--- src/rtl/uart_byte_feeder.sv ---
// Byte FIFO feeding a bit-serial UART transmitter through its strobe/acknowledge handshake.
// Bytes are sent LSB first: optional clear_crc, start, 8 x (data + send), finish.
module uart_byte_feeder #(
  parameter int DEPTH              = 4,
  parameter int ACK_TIMEOUT        = 4096,
  parameter bit CLEAR_CRC_PER_BYTE = 1'b1
) (
  input  logic                     clock,
  input  logic                     reset,
  input  logic [7:0]               wr_data,
  input  logic                     wr_en,
  input  logic                     pause,
  input  logic                     err_clear,
  output logic                     full,
  output logic                     empty,
  output logic [$clog2(DEPTH):0]   level,
  output logic                     busy,
  output logic                     tx_send,
  output logic                     tx_data,
  output logic                     tx_finish,
  output logic                     tx_clear_crc,
  input  logic                     tx_acknowledge,
  output logic                     timeout_err,
  output logic                     overflow,
  output logic [15:0]              bytes_sent
);

  localparam int AW = $clog2(DEPTH);
  localparam int CW = $clog2(ACK_TIMEOUT + 2) + 1;
  localparam logic [AW:0] FULL_CNT = DEPTH[AW:0];
  localparam int TO_LAST_I = (ACK_TIMEOUT > 0) ? ACK_TIMEOUT - 1 : 0;
  localparam logic [CW-1:0] TO_LAST = TO_LAST_I[CW-1:0];
  localparam logic [CW-1:0] CNT_MAX = '1;
  localparam bit TO_EN = (ACK_TIMEOUT != 0);

  typedef enum logic [2:0] {
    S_IDLE,
    S_CLEAR,
    S_START,
    S_BIT_SETUP,
    S_BIT_SEND,
    S_FIN,
    S_WAIT
  } state_t;

  // Where WAIT returns to once the transmitter acknowledges.
  typedef enum logic [1:0] {
    RET_START,
    RET_BIT,
    RET_DONE
  } ret_t;

  state_t          state_q, state_d;
  ret_t            ret_q, ret_d;
  logic [CW-1:0]   wait_cnt_q, wait_cnt_d;
  logic [2:0]      idx_q, idx_d;
  logic [7:0]      sh_q, sh_d;
  logic            tx_data_q, tx_data_d;
  logic [15:0]     bytes_sent_q, bytes_sent_d;
  logic            timeout_err_q, timeout_err_d;
  logic            overflow_q, overflow_d;
  logic [AW-1:0]   wr_ptr_q, wr_ptr_d;
  logic [AW-1:0]   rd_ptr_q, rd_ptr_d;
  logic [AW:0]     count_q, count_d;
  logic [7:0]      mem_q [DEPTH];

  logic            full_w;
  logic            empty_w;
  logic            wr_accept;
  logic            pop;
  logic            ack_ok;
  logic            to_hit;
  logic            timeout_set;

  assign full_w    = (count_q == FULL_CNT);
  assign empty_w   = (count_q == '0);
  assign wr_accept = wr_en && !full_w;

  always_comb begin
    state_d      = state_q;
    ret_d        = ret_q;
    wait_cnt_d   = wait_cnt_q;
    idx_d        = idx_q;
    sh_d         = sh_q;
    tx_data_d    = tx_data_q;
    bytes_sent_d = bytes_sent_q;
    timeout_set  = 1'b0;
    pop          = 1'b0;
    // The first WAIT cycle (count 0) is the guard cycle: a stale acknowledge is ignored.
    ack_ok       = tx_acknowledge && (wait_cnt_q != '0);
    to_hit       = TO_EN && (wait_cnt_q == TO_LAST);

    case (state_q)
      S_IDLE: begin
        if (!empty_w && !pause) begin
          pop     = 1'b1;
          sh_d    = mem_q[rd_ptr_q];
          idx_d   = 3'd0;
          state_d = CLEAR_CRC_PER_BYTE ? S_CLEAR : S_START;
        end
      end
      S_CLEAR: state_d = S_START;
      S_START: begin
        state_d    = S_WAIT;
        ret_d      = RET_START;
        wait_cnt_d = '0;
      end
      S_BIT_SETUP: state_d = S_BIT_SEND;
      S_BIT_SEND: begin
        state_d    = S_WAIT;
        ret_d      = RET_BIT;
        wait_cnt_d = '0;
      end
      S_FIN: begin
        state_d    = S_WAIT;
        ret_d      = RET_DONE;
        wait_cnt_d = '0;
      end
      S_WAIT: begin
        if (ack_ok) begin
          case (ret_q)
            RET_START: state_d = S_BIT_SETUP;
            RET_BIT: begin
              idx_d   = idx_q + 3'd1;
              state_d = (idx_q == 3'd7) ? S_FIN : S_BIT_SETUP;
            end
            default: begin
              state_d      = S_IDLE;
              bytes_sent_d = bytes_sent_q + 16'd1;
            end
          endcase
        end else if (to_hit) begin
          state_d     = S_IDLE;
          timeout_set = 1'b1;
        end else if (wait_cnt_q != CNT_MAX) begin
          wait_cnt_d = wait_cnt_q + 1'b1;
        end
      end
      default: state_d = S_IDLE;
    endcase

    // tx_data only changes on entry to BIT_SETUP, so it is stable across the send and its wait.
    if (state_d == S_BIT_SETUP) begin
      tx_data_d = sh_q[idx_d];
    end
  end

  always_comb begin
    wr_ptr_d = wr_accept ? wr_ptr_q + 1'b1 : wr_ptr_q;
    rd_ptr_d = pop ? rd_ptr_q + 1'b1 : rd_ptr_q;
    count_d  = count_q;
    case ({wr_accept, pop})
      2'b10:   count_d = count_q + 1'b1;
      2'b01:   count_d = count_q - 1'b1;
      default: count_d = count_q;
    endcase

    // A new error event outranks err_clear in the same cycle.
    overflow_d = overflow_q;
    if (wr_en && full_w) begin
      overflow_d = 1'b1;
    end else if (err_clear) begin
      overflow_d = 1'b0;
    end

    timeout_err_d = timeout_err_q;
    if (timeout_set) begin
      timeout_err_d = 1'b1;
    end else if (err_clear) begin
      timeout_err_d = 1'b0;
    end
  end

  always_ff @(posedge clock) begin
    if (!reset) begin
      state_q       <= S_IDLE;
      ret_q         <= RET_START;
      wait_cnt_q    <= '0;
      idx_q         <= '0;
      tx_data_q     <= 1'b0;
      bytes_sent_q  <= '0;
      timeout_err_q <= 1'b0;
      overflow_q    <= 1'b0;
      wr_ptr_q      <= '0;
      rd_ptr_q      <= '0;
      count_q       <= '0;
    end else begin
      state_q       <= state_d;
      ret_q         <= ret_d;
      wait_cnt_q    <= wait_cnt_d;
      idx_q         <= idx_d;
      tx_data_q     <= tx_data_d;
      bytes_sent_q  <= bytes_sent_d;
      timeout_err_q <= timeout_err_d;
      overflow_q    <= overflow_d;
      wr_ptr_q      <= wr_ptr_d;
      rd_ptr_q      <= rd_ptr_d;
      count_q       <= count_d;
    end
  end

  // Payload storage carries no reset; occupancy and pointers decide what is valid.
  always_ff @(posedge clock) begin
    sh_q <= sh_d;
    if (wr_accept) begin
      mem_q[wr_ptr_q] <= wr_data;
    end
  end

  assign full         = full_w;
  assign empty        = empty_w;
  assign level        = count_q;
  assign busy         = (state_q != S_IDLE);
  assign tx_send      = (state_q == S_START) || (state_q == S_BIT_SEND);
  assign tx_finish    = (state_q == S_FIN);
  assign tx_clear_crc = (state_q == S_CLEAR);
  assign tx_data      = tx_data_q;
  assign timeout_err  = timeout_err_q;
  assign overflow     = overflow_q;
  assign bytes_sent   = bytes_sent_q;

endmodule

--- config.mk ---
export PLATFORM = sky130hd
export DESIGN_NAME = uart_byte_feeder
export DESIGN_NICKNAME = d
export VERILOG_FILES = /design/src/rtl/uart_byte_feeder.sv
export SDC_FILE = /design/constraint.sdc
export NUM_CORES = 1
export LEC_CHECK = 0
export CAP_MARGIN = 20
export CORE_UTILIZATION = 44
export DETAILED_ROUTE_END_ITERATION = 8
export PLACE_DENSITY_LB_ADDON = 0.12
export SYNTH_ARGS = -nofsm -noshare
export SYNTH_HDL_FRONTEND = slang
export SYNTH_SLANG_ARGS = --single-unit
--- constraint.sdc ---
create_clock -name clock -period 2.8 [get_ports clock]
set_input_delay 0.28 -clock clock [delete_from_list [all_inputs] [get_ports clock]]
set_output_delay 0.28 -clock clock [all_outputs]
set_load 0.03 [all_outputs]
# Word-level counts from Yosys, hierarchy flattened
# Memories as Yosys holds them, arrays and structs flattened. A register that Yosys moved wholly into a read port is not among the register bits.
# Index checks and enable logic that the tools add are counted.
dict set report totals {
  reg_bits 48
  ram_bits 32
  in_bits 14
  out_inout_bits 28
  mem_count 1
}
dict set report op_classes {
  addsub 7
  n_lt_le_gt_ge 1
  eq_ne 17
  n_mux 28
  bitwise_logic 1
  n_reduce_logical 23
}
# name words width read_ports rd_ports_with_merged_regs write_ports line
set memory_table {}
lappend memory_table {mem_q 4 8 1 1 1 65} ;# logic [7:0] mem_q [DEPTH];
# op count
set op_table {}
lappend op_table {{2-to-1 mux 14 bit} 3}
lappend op_table {{one-hot mux 14 bit (2 select lines)} 1}
lappend op_table {{2-to-1 mux 3 bit} 7}
lappend op_table {{one-hot mux 3 bit (2 select lines)} 3}
lappend op_table {{adder 16 x 1 -> 16 bit, second input constant} 1}
lappend op_table {{== test 3 bit, second input constant} 5}
lappend op_table {{one-hot mux 3 bit (5 select lines)} 1}
lappend op_table {{adder 14 x 1 -> 14 bit, second input constant} 1}
lappend op_table {{== test 14 x 12 -> 1 bit, second input constant} 1}
lappend op_table {{!= test 14 bit, second input constant} 1}
lappend op_table {{nonzero test 14 bit} 1}
lappend op_table {{2-to-1 mux 1 bit} 11}
lappend op_table {{== test 3 x 2 -> 1 bit, second input constant} 3}
lappend op_table {{nonzero test 2 bit} 4}
lappend op_table {{adder 3 x 1 -> 3 bit, second input constant} 2}
lappend op_table {{logical NOT 3 bit} 2}
lappend op_table {{!= test 2 bit, second input constant} 3}
lappend op_table {{one-hot mux 2 bit (3 select lines)} 1}
lappend op_table {{nonzero test 3 bit} 2}
lappend op_table {{adder 2 x 1 -> 2 bit, second input constant} 2}
lappend op_table {{== test 2 x 1 -> 1 bit, second input constant} 2}
lappend op_table {{logical AND 1 bit} 4}
lappend op_table {{< comparator 3 x 4 -> 1 bit, second input constant} 1}
lappend op_table {{AND reduction 4 bit} 1}
lappend op_table {{12 further kinds} 14}

# Depth between registers and ports, before layout
# Gate-level depths: netlist of the first run.
dict set report logic_depth {
  ltp_word 7
  mapped_depth 10
  mapped_depth_nobuf 10
}

# Worst setup path before layout of the first run
# No wires, ideal clock.
dict set report synth_timing {
  path_kind {flip-flop to flip-flop}
  startpoint {register state_q[2]}
  endpoint {register count_q[2] (netlist: level[2])}
  setup_ns 0.076
  t_arrival_ns 2.850
  required_time_ns 2.724
  path_slack_ns -0.125
  path_stages_with_launch 11
  n_path_buf 1
  period_less_slack_ns 2.925
  path_cell_list {dfxtp_1 or3_1 or3_1 clkbuf_1 inv_1 ha_1 inv_1 fa_1 xor2_1 or3_1 a21boi_0}
}
dict set report synth_between {
  elab_chain_cells 4
  word_cells_on_any_way 6
  classes_between {2 x eq/ne; 2 x mux; 2 x reduce/logical}
}
# element line
set synth_lines {}
lappend synth_lines {{from (decl)} 53} ;# state_t state_q, state_d;
lappend synth_lines {{from (signal assigned)} 188} ;# state_q <= state_d;
lappend synth_lines {{logical NOT 3 bit (*)} 93} ;# case (state_q)
lappend synth_lines {{2-to-1 mux 1 bit (*)} 93}
lappend synth_lines {{net pop} 70} ;# logic pop;
lappend synth_lines {{== test 2 x 1 -> 1 bit / == test 2 bit (equally long branches)} 152} ;# case ({wr_accept, pop})
lappend synth_lines {{one-hot mux 3 bit (2 select lines) / nonzero test 2 bit (equally long branches)} n/a}
lappend synth_lines {{to (signal assigned)} 198} ;# count_q <= count_d;
lappend synth_lines {{to (decl)} 64} ;# logic [AW:0] count_q, count_d;
# Mark *: on every way through the listed nets, which the timed path passes. The rest lies on a longest branch.
# A chain may end at the register's enable or synchronous reset.

# Worst setup path in the final report of the first run
dict set report layout_timing {
  startpoint {register wait_cnt_q[0]}
  endpoint {register wait_cnt_q[13]}
}
dict set report layout_between {
  elab_chain_cells 5
  word_cells_on_any_way 13
  classes_between {1 x add/sub; 5 x eq/ne; 4 x mux; 3 x reduce/logical}
}
# element line
set layout_lines {}
lappend layout_lines {{from (decl)} 55} ;# logic [CW-1:0] wait_cnt_q, wait_cnt_d;
lappend layout_lines {{from (signal assigned)} 190} ;# wait_cnt_q <= wait_cnt_d;
lappend layout_lines {{adder 14 x 1 -> 14 bit} 136} ;# wait_cnt_d = wait_cnt_q + 1'b1;
lappend layout_lines {{2-to-1 mux 14 bit} 135} ;# end else if (wait_cnt_q != CNT_MAX) begin
lappend layout_lines {{2-to-1 mux 14 bit} 132} ;# end else if (to_hit) begin
lappend layout_lines {{2-to-1 mux 14 bit} 120} ;# if (ack_ok) begin
lappend layout_lines {{one-hot mux 14 bit (2 select lines)} 93}
# Parallel ways exist; a longest one is shown, timed or not. The select of a mux whose other input is x is not followed.

==> results of run 1 <==
[cell families after synthesis]
group           share of synthesized area, %
xor+xnor                                6.44
buf+inv                                 2.67
mux                                     6.38
simple gates                            19.6
flops                                   53.0
fa+ha+maj                               3.56
compound gates                          8.29
[power groups by stage]
| stage | logic (mW) | clock network (mW) | registers [mW] |
|---|---|---|---|
| 3_3_place_gp | 0.910 | 0 | 1.64 |
| 4_1_cts | 0.920 | 0.906 | 1.62 |
| 6_report | 0.909 | 0.874 | 1.61 |
| 2_1_floorplan | 0.626 | 0 | 1.63 |
| 3_5_place_dp | 0.916 | 0 | 1.65 |
| 5_1_grt | 0.996 | 0.959 | 1.64 |
[synthesized netlist by cell type, types with 2 or more instances]
master,count,area [um^2]
or2_2,2,12.5
and2_1,23,144
o211ai_1,2,15.0
edfxtp_1,40,1200
and4_1,3,26.3
nand2b_1,2,12.5
xnor2_1,15,131
nand2_1,33,124
ha_1,10,125
mux4_2,8,180
nor2b_1,8,50.1
a21oi_1,8,40.0
clkbuf_1,13,48.8
o31ai_1,2,15.0
nand4_1,3,18.8
and3_1,8,50.1
nand3b_1,2,15.0
nand3_1,16,80.1
nor3b_1,5,37.5
mux2i_1,8,80.1
or3_1,7,43.8
a21boi_0,5,37.5
inv_1,15,56.3
a21o_1,2,15.0
xor2_1,15,131
nor2_1,18,67.6
o21ai_0,13,65.1
dfxtp_1,48,961
nor3_1,10,50.1
[tightest hold or removal path, cell delays in order (launching register included)]
cell	delay, ps
dfxtp_1	320
nand3_1	60
o31ai_1	60
[area by class of cell]
cell class,count,area (um^2),share of cell area (%)
well taps,108,135,2.80
multi-input cells,248,1820,37.6
inverters,15,56.3,1.17
repair buffers,48,463,9.59
flip-flops and latches,88,2160,44.8
clock inverters,7,70.1,1.45
clock buffers,9,124,2.57
[sequential cells by signal (all words and copies together), names as in the netlist, 3 cells and up]
signal	count
bytes_sent	16
idx_q	3
level	3
mem_q	32
sh_q	8
state_q	3
wait_cnt_q	14
[metal layers]
layer | share of wire, % | up-vias | GRT usage, %
met5 | 0 | - | 0
met4 | 2.3 | 0 | 7.81
met3 | 2.5 | 14 | 3.58
met2 | 48 | 37 | 29.3
met1 | 47 | 1314 | 20.7
li1 | - | 1386 | -
[cell usage in the layout (no fill, tap or decap), types with 13 or more instances in the layout]
| master | n |
|---|---|
| nand3_1 | 16 |
| xor2_1 | 15 |
| xnor2_1 | 15 |
| dfxtp_1 | 48 |
| clkdlybuf4s50_1 | 41 |
| nor2_1 | 18 |
| and2_1 | 23 |
| nand2_1 | 33 |
| o21ai_0 | 13 |
| edfxtp_1 | 40 |
| inv_1 | 14 |
[per-stage QoR]
stage / power (mW) / std cells / instance area [um^2] / worst slack, ps
global route: 3.59 / 523 / 4830 / 61.0
floorplan: 2.26 / 365 / 4090 / 56.7
detailed placement: 2.56 / 507 / 4630 / 235
finish: 3.40 / 523 / 4830 / 251
global placement: 2.55 / 507 / 4630 / 316
CTS: 3.44 / 523 / 4830 / 225
[worst paths after layout]
| kind | start | end | slack (ps) | cells after the start |
|---|---|---|---|---|
| max | wait_cnt_q[0] | wait_cnt_q[13] | 250 | 8 |
| min | tx_data | tx_data | 480 | 2 |
| max reg2reg | wait_cnt_q[0] | wait_cnt_q[13] | 250 | 8 |
| min reg2reg | tx_data | tx_data | 480 | 2 |
==> qor.csv, run 1 <==
stage,metric,value,unit
critical_path,crit_fanout,8,
pwr,p_per_area,704,nW/um^2
layout,final_core_util,54.6,%
layout,area_delta_synth_final,18.4,%
floorplan,io_pins,42,
sta,rsz0062_at_grt,false,
min_path,hold_path_class,reg2reg,
pwr,comb_power_share,26.8,%
floorplan,core,8850,um^2
sta,tightest_slew,636,ps
sta,slew_headroom,57.5,%
critical_path,critical_path_buf_inv_count,1,
sta,hold_ws,484,ps
pwr,vdd_drop_max,434,uV
floorplan,die_w,98.3,um
sta,setup_violations,0,
clock_network,cts_hold_buf,0,
synthesis,syn_nets,390,
synthesis,yosys.cell_types.count,50,
floorplan,start_util,46.1,%
pwr,clock_power_share,25.7,%
synthesis,ys_seq_elements,88,
global_routing,overflow,0,
synthesis,synth_async_sr_flop_share,0,%
drt,ant_nets,0,
floorplan,rows,34,
drt,vias,2751,
critical_path,crit_required,3090,ps
critical_path,cp_slowest_stage_delay,490,ps
critical_path,arrival,2840,ps
drt,drt-pass1-iter-count,8,
clock_network,cts_setup_buffers,0,
layout,antennaDiodeCount,0,
sta,final-max-slew-violation-count,0,
flow_run,max_cap_viol_count,0,
synthesis,syn_area,4080,um^2
global_routing,grt_pass1_wl,12.9,mm
critical_path,cp-end-kind,flip-flop,
clock_network,cts-root-buf,clkbuf_8,
clock_network,post_cts_resize_count,0,
critical_path,path_delay_family,compound AO/OA/AOI/OAI gates,
drt,drt_iter0_drc,96,
global_routing,antenna_found_initial,0,
sta,period_minus_slack,2550,ps
global_routing,grt_usage,17.1,%
clock_network,clock_latency,360,ps
place,portBuffers,41,
layout,nFillCells,782,
global_routing,first_global_vias,2728,
synthesis,synth_warnings,0,
synthesis,syn_avg_cell_area,11.2,um^2
drt,wirelength,7.43,mm
floorplan,die_area,9660,um^2
sta,fin_tns_setup,0,ps
clock_network,clock_path_buffers,2,
sta,post-route-period-util,91.0,%
status,status,finished clean,
layout,fin_nets,435,
clock_network,clk_pin_slew,90,ps
pwr,switchingPower,1.07,mW
drt,viasPerCell,5.26,
drt,wl_per_cell,14.2,um
synthesis,yosys_most_used_dff,dfxtp_1,
clock_network,cts_tree,yes,
pwr,p_seq_share,47.5,%
clock_network,cts_buffers,9,
critical_path,cp_slowest_cell,or3b_2,
critical_path,crit_chain,inv_1 > ha_1 > or3b_2 > o41ai_4 > o211a_4 > o2111ai_4 > or3_1 > a21oi_1,
synthesis,synth_edf_count,40,
place,gp_congestion,0.781,
drt,drc,0,
synthesis,netlist_instances,365,
pwr,intPower,2.33,mW
clock_network,ctsHtreeMaxLevel,3,
layout,drive_above_1_share,10.6,%
sta,fin_skew,16.6,ps
pwr,switching_share,31.4,%
critical_path,path_class,reg2reg,
pwr,leakagePower,1.71,nW
clock_network,clock-sinks,88,
critical_path,critPathLaunchType,flip-flop,
global_routing,grt_max_degree,25,
place,hpwl,5.28,mm
sta,fmax,0.392,GHz
floorplan,die_y,98.3,um
synthesis,yosysSeqAreaShare,53.0,%
sta,hold_violations,0,
Note: power is estimated with default switching activity, not from simulation.
==> run 2, diff against run 1 <==
==> constraint.sdc (replaced) <==
create_clock -name clock -period 2.4 [get_ports clock]
set_input_delay 0.24 -clock clock [delete_from_list [all_inputs] [get_ports clock]]
set_output_delay 0.24 -clock clock [all_outputs]
set_load 0.03 [all_outputs]
==> run 2 against run 1 <==
The flow now finishes with violations (DRC). Final area is 4.7% higher. Largest power group unchanged. Register-to-register slack got worse by 210 ps. Power up 26%. Highest routed layer unchanged. Critical path type unchanged. Largest cell class unchanged.
==> qor.csv, run 2 (synthesis gave the netlist of run 1 again) <==
stage,metric,value,unit
layout,top_register,mem_q,
global_routing,antenna_found_initial,0,
min_path,holdCritStartpoint,wait_cnt_q[13],
layout,largest_reg_flops,32,
min_path,hold_depth,2,
clock_network,cts_buffers,9,
clock_network,cts_tree,yes,
layout,layout_commonest_cell,dfxtp_1,
pwr,p_per_area,848,nW/um^2
clock_network,clock_path_buffers,2,
drt,wirelength,7.86,mm
critical_path,crit_top_cell,buf_4,
clock_network,clk_pin_slew,100,ps
min_path,holdPathEnd,wait_cnt_q[13],
pwr,clock_power_share,29.6,%
status,status,finished with violations,
pwr,switchingPower,1.30,mW
layout,fin_nets,449,
critical_path,crit_required,2640,ps
drt,ant_nets,0,
global_routing,use_met3,2.79,%
drt,vias,2802,
critical_path,cp_slowest_cell,or4_4,
clock_network,ctsHtreeMaxLevel,3,
global_routing,first_global_vias,2779,
global_routing,met2_usage,30.2,%
sta,final-max-slew-violation-count,0,
drt,drc,1,
place,hpwl,5.41,mm
place,gp_congestion,0.764,
sta,setup_violations,0,
global_routing,busiest_layer,met2,
critical_path,cp_slowest_stage_delay,560,ps
sta,hold_ws,506,ps
floorplan,io_pins,42,
floorplan,start_util,46.1,%
status,violations,DRC,
pwr,comb_power_share,26.4,%
critical_path,ff2ff_path_depth,9,
floorplan,die_y,98.3,um
drt,viasPerCell,5.22,
drt,drt_iter0_drc,144,
global_routing,use_met1,22.0,%
sta,slew_headroom,59.0,%
sta,post-route-period-util,98.3,%
pwr,intPower,2.98,mW
critical_path,cp-end-kind,flip-flop,
critical_path,arrival,2600,ps
critical_path,crit_chain,or4_4 > o41ai_4 > buf_4 > o211a_4 > o2111ai_4 > buf_12 > buf_4 > xor2_1 > nor2_1,
global_routing,grt_pass1_wl,13.3,mm
sta,fin_tns_setup,0,ps
floorplan,core,8850,um^2
sta,tightest_slew,614,ps
pwr,p_seq_share,44.0,%
clock_network,clock-sinks,88,
global_routing,overflow,0,
sta,fin_skew,11.9,ps
layout,antennaDiodeCount,0,
floorplan,die_area,9660,um^2
layout,nFillCells,742,
min_path,hold_path_class,reg2reg,
critical_path,path_class,reg2reg,
layout,ff_latch_area,2170,um^2
layout,multi_input_comb_area,1860,um^2
sta,fmax,0.424,GHz
critical_path,critPathLaunchType,flip-flop,
sta,rsz0062_at_grt,true,
global_routing,grt_max_degree,27,
clock_network,cts_hold_buf,0,
sta,hold_violations,0,
sta,worst_slack,40.7,ps
layout,drive_above_1_share,17.0,%
global_routing,grt_usage,17.4,%
pwr,power,4.28,mW
critical_path,r2r_end,wait_cnt_q[3],
flow_run,max_cap_viol_count,0,
drt,wl_per_cell,14.6,um
critical_path,crit_fanout,6,
pwr,leakagePower,1.83,nW
clock_network,cts-root-buf,clkbuf_8,
floorplan,rows,34,
clock_network,clock_latency,350,ps
layout,fin_area,5050,um^2
place,place_area,4730,um^2
layout,area_delta_synth_final,23.9,%
critical_path,reg2reg_from,wait_cnt_q[4],
critical_path,rrSetupSlack,40,ps
sta,period_minus_slack,2360,ps
floorplan,die_w,98.3,um
layout,final_cell_mix,"dfxtp_1 (44), clkdlybuf4s50_1 (41), edfxtp_1 (40), nand2_1 (33), and2_1 (23)",
pwr,vdd_drop_max,397,uV
place,place_ws,-0.936,ps
place,portBuffers,41,
pwr,switching_share,30.4,%
drt,drt-pass1-iter-count,8,
[run 2: power groups by stage]
stage               logic (mW)  clock network, mW  registers [mW]
floorplan                0.776                  0            1.91
global placement          1.11                  0            1.92
detailed placement        1.12                  0            1.93
CTS                       1.14               1.30            1.89
global route              1.23               1.36            1.92
finish                    1.13               1.27            1.89
[run 2: metal layers]
| metal | wire (um) | up-vias |
|---|---|---|
| met1 | 3650 | 1347 |
| met4 | 95 | 0 |
| met5 | 0 | - |
| met3 | 210 | 9 |
| met2 | 3900 | 36 |
| li1 | - | 1410 |
[run 2: stage by stage]
step	util, %	instances
2_1_floorplan	-	365
3_3_place_gp	53.4	516
3_5_place_dp	53.4	516
4_1_cts	56.7	534
5_1_grt	57.1	537
6_report	57.1	537
[run 2: worst max path at each step]
stage	start	to	slack, ps	cells after the start
global placement	wait_cnt_q[6]	wait_cnt_q[13]	10	7
finish	wait_cnt_q[4]	wait_cnt_q[3]	40	9
detailed placement	state_q[0]	level[2]	-0.9	9
global route	wait_cnt_q[4]	wait_cnt_q[10]	-100	8
floorplan	state_q[2]	level[2]	-90	10
CTS	wait_cnt_q[3]	wait_cnt_q[7]	9	9
[run 2: area by class of cell]
type,instances,share of cell area [%]
Inverter,15,1.26
Timing Repair Buffer,62,11.5
Clock inverter,7,2.45
Tap cell,108,2.67
Sequential cell,88,42.9
Clock buffer,9,2.45
Multi-Input combinational cell,248,36.8
[run 2: critical path: cells and delay by family (launching register included)]
kind | cells | cell delay (ps)
AO/OA/AOI/OAI | 3 | 670
XOR/XNOR | 1 | 120
AND/OR/NAND/NOR | 2 | 610
flip-flops | 1 | 320
buffers and inverters | 3 | 510
[run 2: repair_timing]
item                                   CTS  global route
endpoints found under the hold margin    0             0
gates resized for setup                  3             6
setup buffers                            2             3
pin swaps                                2             7
setup endpoints to repair                9            15
==> run 3, diff against run 2 <==
--- a/config.mk
+++ b/config.mk
@@ -5,10 +5,12 @@
 export SDC_FILE = /design/constraint.sdc
 export NUM_CORES = 1
 export LEC_CHECK = 0
+export ABC_CLOCK_PERIOD_IN_PS = 2400
 export CAP_MARGIN = 20
 export CORE_UTILIZATION = 44
 export DETAILED_ROUTE_END_ITERATION = 8
 export PLACE_DENSITY_LB_ADDON = 0.12
+export RECOVER_POWER = 50
 export SYNTH_ARGS = -nofsm -noshare
 export SYNTH_HDL_FRONTEND = slang
 export SYNTH_SLANG_ARGS = --single-unit
==> run 3 against run 2 <==
The run still ends with DRC left. Maximum frequency about the same. Setup slack about the same. Final area decreased by 0.20%. Clock-buffer cell count unchanged. Hold slack about the same. Via count increased by 0.25%. Die area unchanged. Power decreased by 0.44%. Critical path depth unchanged. Largest cell class unchanged. Largest power group unchanged.
==> qor.csv, run 3 (synthesis gave the netlist of run 1 again) <==
stage,metric,value,unit
clock_network,clk_pin_slew,100,ps
clock_network,clock_path_buffers,2,
sta,final-max-slew-violation-count,0,
global_routing,grt_usage,17.4,%
min_path,hold_depth,2,
drt,wirelength,7.85,mm
drt,wl_per_cell,14.6,um
pwr,p_seq_share,44.2,%
sta,hold_ws,506,ps
pwr,switching_share,30.5,%
floorplan,die_area,9660,um^2
sta,post-route-period-util,98.3,%
sta,fin_skew,11.9,ps
global_routing,antenna_found_initial,0,
clock_network,clock_latency,350,ps
critical_path,crit_start,wait_cnt_q[4],
sta,slew_headroom,59.0,%
floorplan,rows,34,
pwr,intPower,2.96,mW
global_routing,grt_pass1_wl,13.3,mm
floorplan,start_util,46.1,%
pwr,comb_power_share,26.1,%
layout,fin_area,5040,um^2
critical_path,path_class,reg2reg,
place,dp.cells,516,
clock_network,cts_tree,yes,
drt,drt-pass1-iter-count,8,
layout,antennaDiodeCount,0,
critical_path,cp-end-kind,flip-flop,
pwr,clock_power_share,29.7,%
drt,viasPerCell,5.23,
min_path,hold_path_class,reg2reg,
floorplan,die_w,98.3,um
critical_path,arrival,2600,ps
layout,drive_above_1_share,16.3,%
floorplan,die_y,98.3,um
clock_network,ctsHtreeMaxLevel,3,
layout,largest_reg_flops,32,
critical_path,critPathLaunchType,flip-flop,
floorplan,io_pins,42,
critical_path,rrSetupSlack,40,ps
pwr,vdd_drop_max,396,uV
critical_path,ff2ff_path_depth,9,
sta,setup_violations,0,
sta,rsz0062_at_grt,true,
clock_network,cts-root-buf,clkbuf_8,
global_routing,grt_max_degree,27,
sta,worst_slack,40.5,ps
drt,vias,2809,
sta,fmax,0.424,GHz
drt,drc,1,
clock_network,cts_buffers,9,
layout,instances_no_fill,537,
sta,period_minus_slack,2360,ps
flow_run,max_cap_viol_count,0,
pwr,leakagePower,1.83,nW
layout,top_register,mem_q,
layout,area_delta_synth_final,23.7,%
critical_path,reg2reg_from,wait_cnt_q[4],
layout,layout_commonest_cell,dfxtp_1,
sta,tightest_slew,614,ps
floorplan,core,8850,um^2
place,gp_congestion,0.764,
status,status,finished with violations,
drt,ant_nets,0,
place,place_ws,-0.936,ps
pwr,p_per_area,846,nW/um^2
place,place_area,4730,um^2
clock_network,clock-sinks,88,
layout,final_cell_mix,"dfxtp_1 (45), edfxtp_1 (40), nand2_1 (33), clkdlybuf4s50_1 (32), and2_1 (23)",
critical_path,crit_fanout,6,
critical_path,r2r_end,wait_cnt_q[3],
critical_path,crit_end,wait_cnt_q[3],
layout,fin_nets,449,
sta,hold_violations,0,
pwr,switchingPower,1.30,mW
place,portBuffers,41,
place,hpwl,5.41,mm
drt,drt_iter0_drc,145,
critical_path,crit_required,2640,ps
layout,nFillCells,744,
global_routing,first_global_vias,2779,
status,violations,DRC,
global_routing,overflow,0,
-- run 3: cell type report --
cell class / count / area (um^2) / area share [%]
clock buffers: 9 / 124 / 2.46
multi-input cells: 248 / 1850 / 36.7
well taps: 108 / 135 / 2.68
repair buffers: 62 / 577 / 11.4
clock inverters: 7 / 124 / 2.46
inverters: 15 / 63.8 / 1.27
flip-flops and latches: 88 / 2170 / 43.0
-- run 3: routing by layer --
metal  GRT usage [%]  vias up  routed length, um
met5               0        -                  0
li1                -     1411                  -
met1            22.0     1351               3640
met2            30.2       38               3900
met3            2.79        9                214
met4            5.86        0                 95
-- run 3: worst max-delay path, cell delays in order (launching register included) --
cell       delay (ps)
dfxtp_1           320
or4_4             560
o41ai_4           320
buf_4             200
o211a_4           180
o2111ai_4         170
buf_12            190
buf_4             120
xor2_1            120
nor2_1             50
-- run 3: power groups by stage --
stage / clock, mW / combinational (mW) / sequential [mW]
CTS: 1.30 / 1.14 / 1.89
global route: 1.36 / 1.21 / 1.92
detailed placement: 0 / 1.12 / 1.93
global placement: 0 / 1.11 / 1.92
floorplan: 0 / 0.776 / 1.91
finish: 1.27 / 1.11 / 1.89
-- run 3: worst min path at each step --
stage                               from              to  slack (ps)
after floorplan               wr_data[0]     mem_q[0][0]         340
after global placement           tx_data         tx_data         470
after detailed placement  wait_cnt_q[13]  wait_cnt_q[13]         490
after CTS                 wait_cnt_q[13]  wait_cnt_q[13]         500
after global routing            level[2]        level[2]         540
final                     wait_cnt_q[13]  wait_cnt_q[13]         510
-- run 3: per-stage QoR --
stage | power [mW] | utilization (%) | setup TNS, ps
floorplan | 2.68 | - | -86.5
global placement | 3.03 | 53.4 | 0
detailed placement | 3.04 | 53.4 | -0.936
CTS | 4.33 | 56.7 | 0
global route | 4.48 | 57.0 | -496
finish | 4.26 | 57.0 | 0
-- run 3: timing repair --
item / in CTS / in global routing
endpoints found under the setup margin: 9 / 15
pin swaps: 2 / 7
setup buffers: 2 / 3
hold buffers: 0 / 0
gates resized for setup: 3 / 6
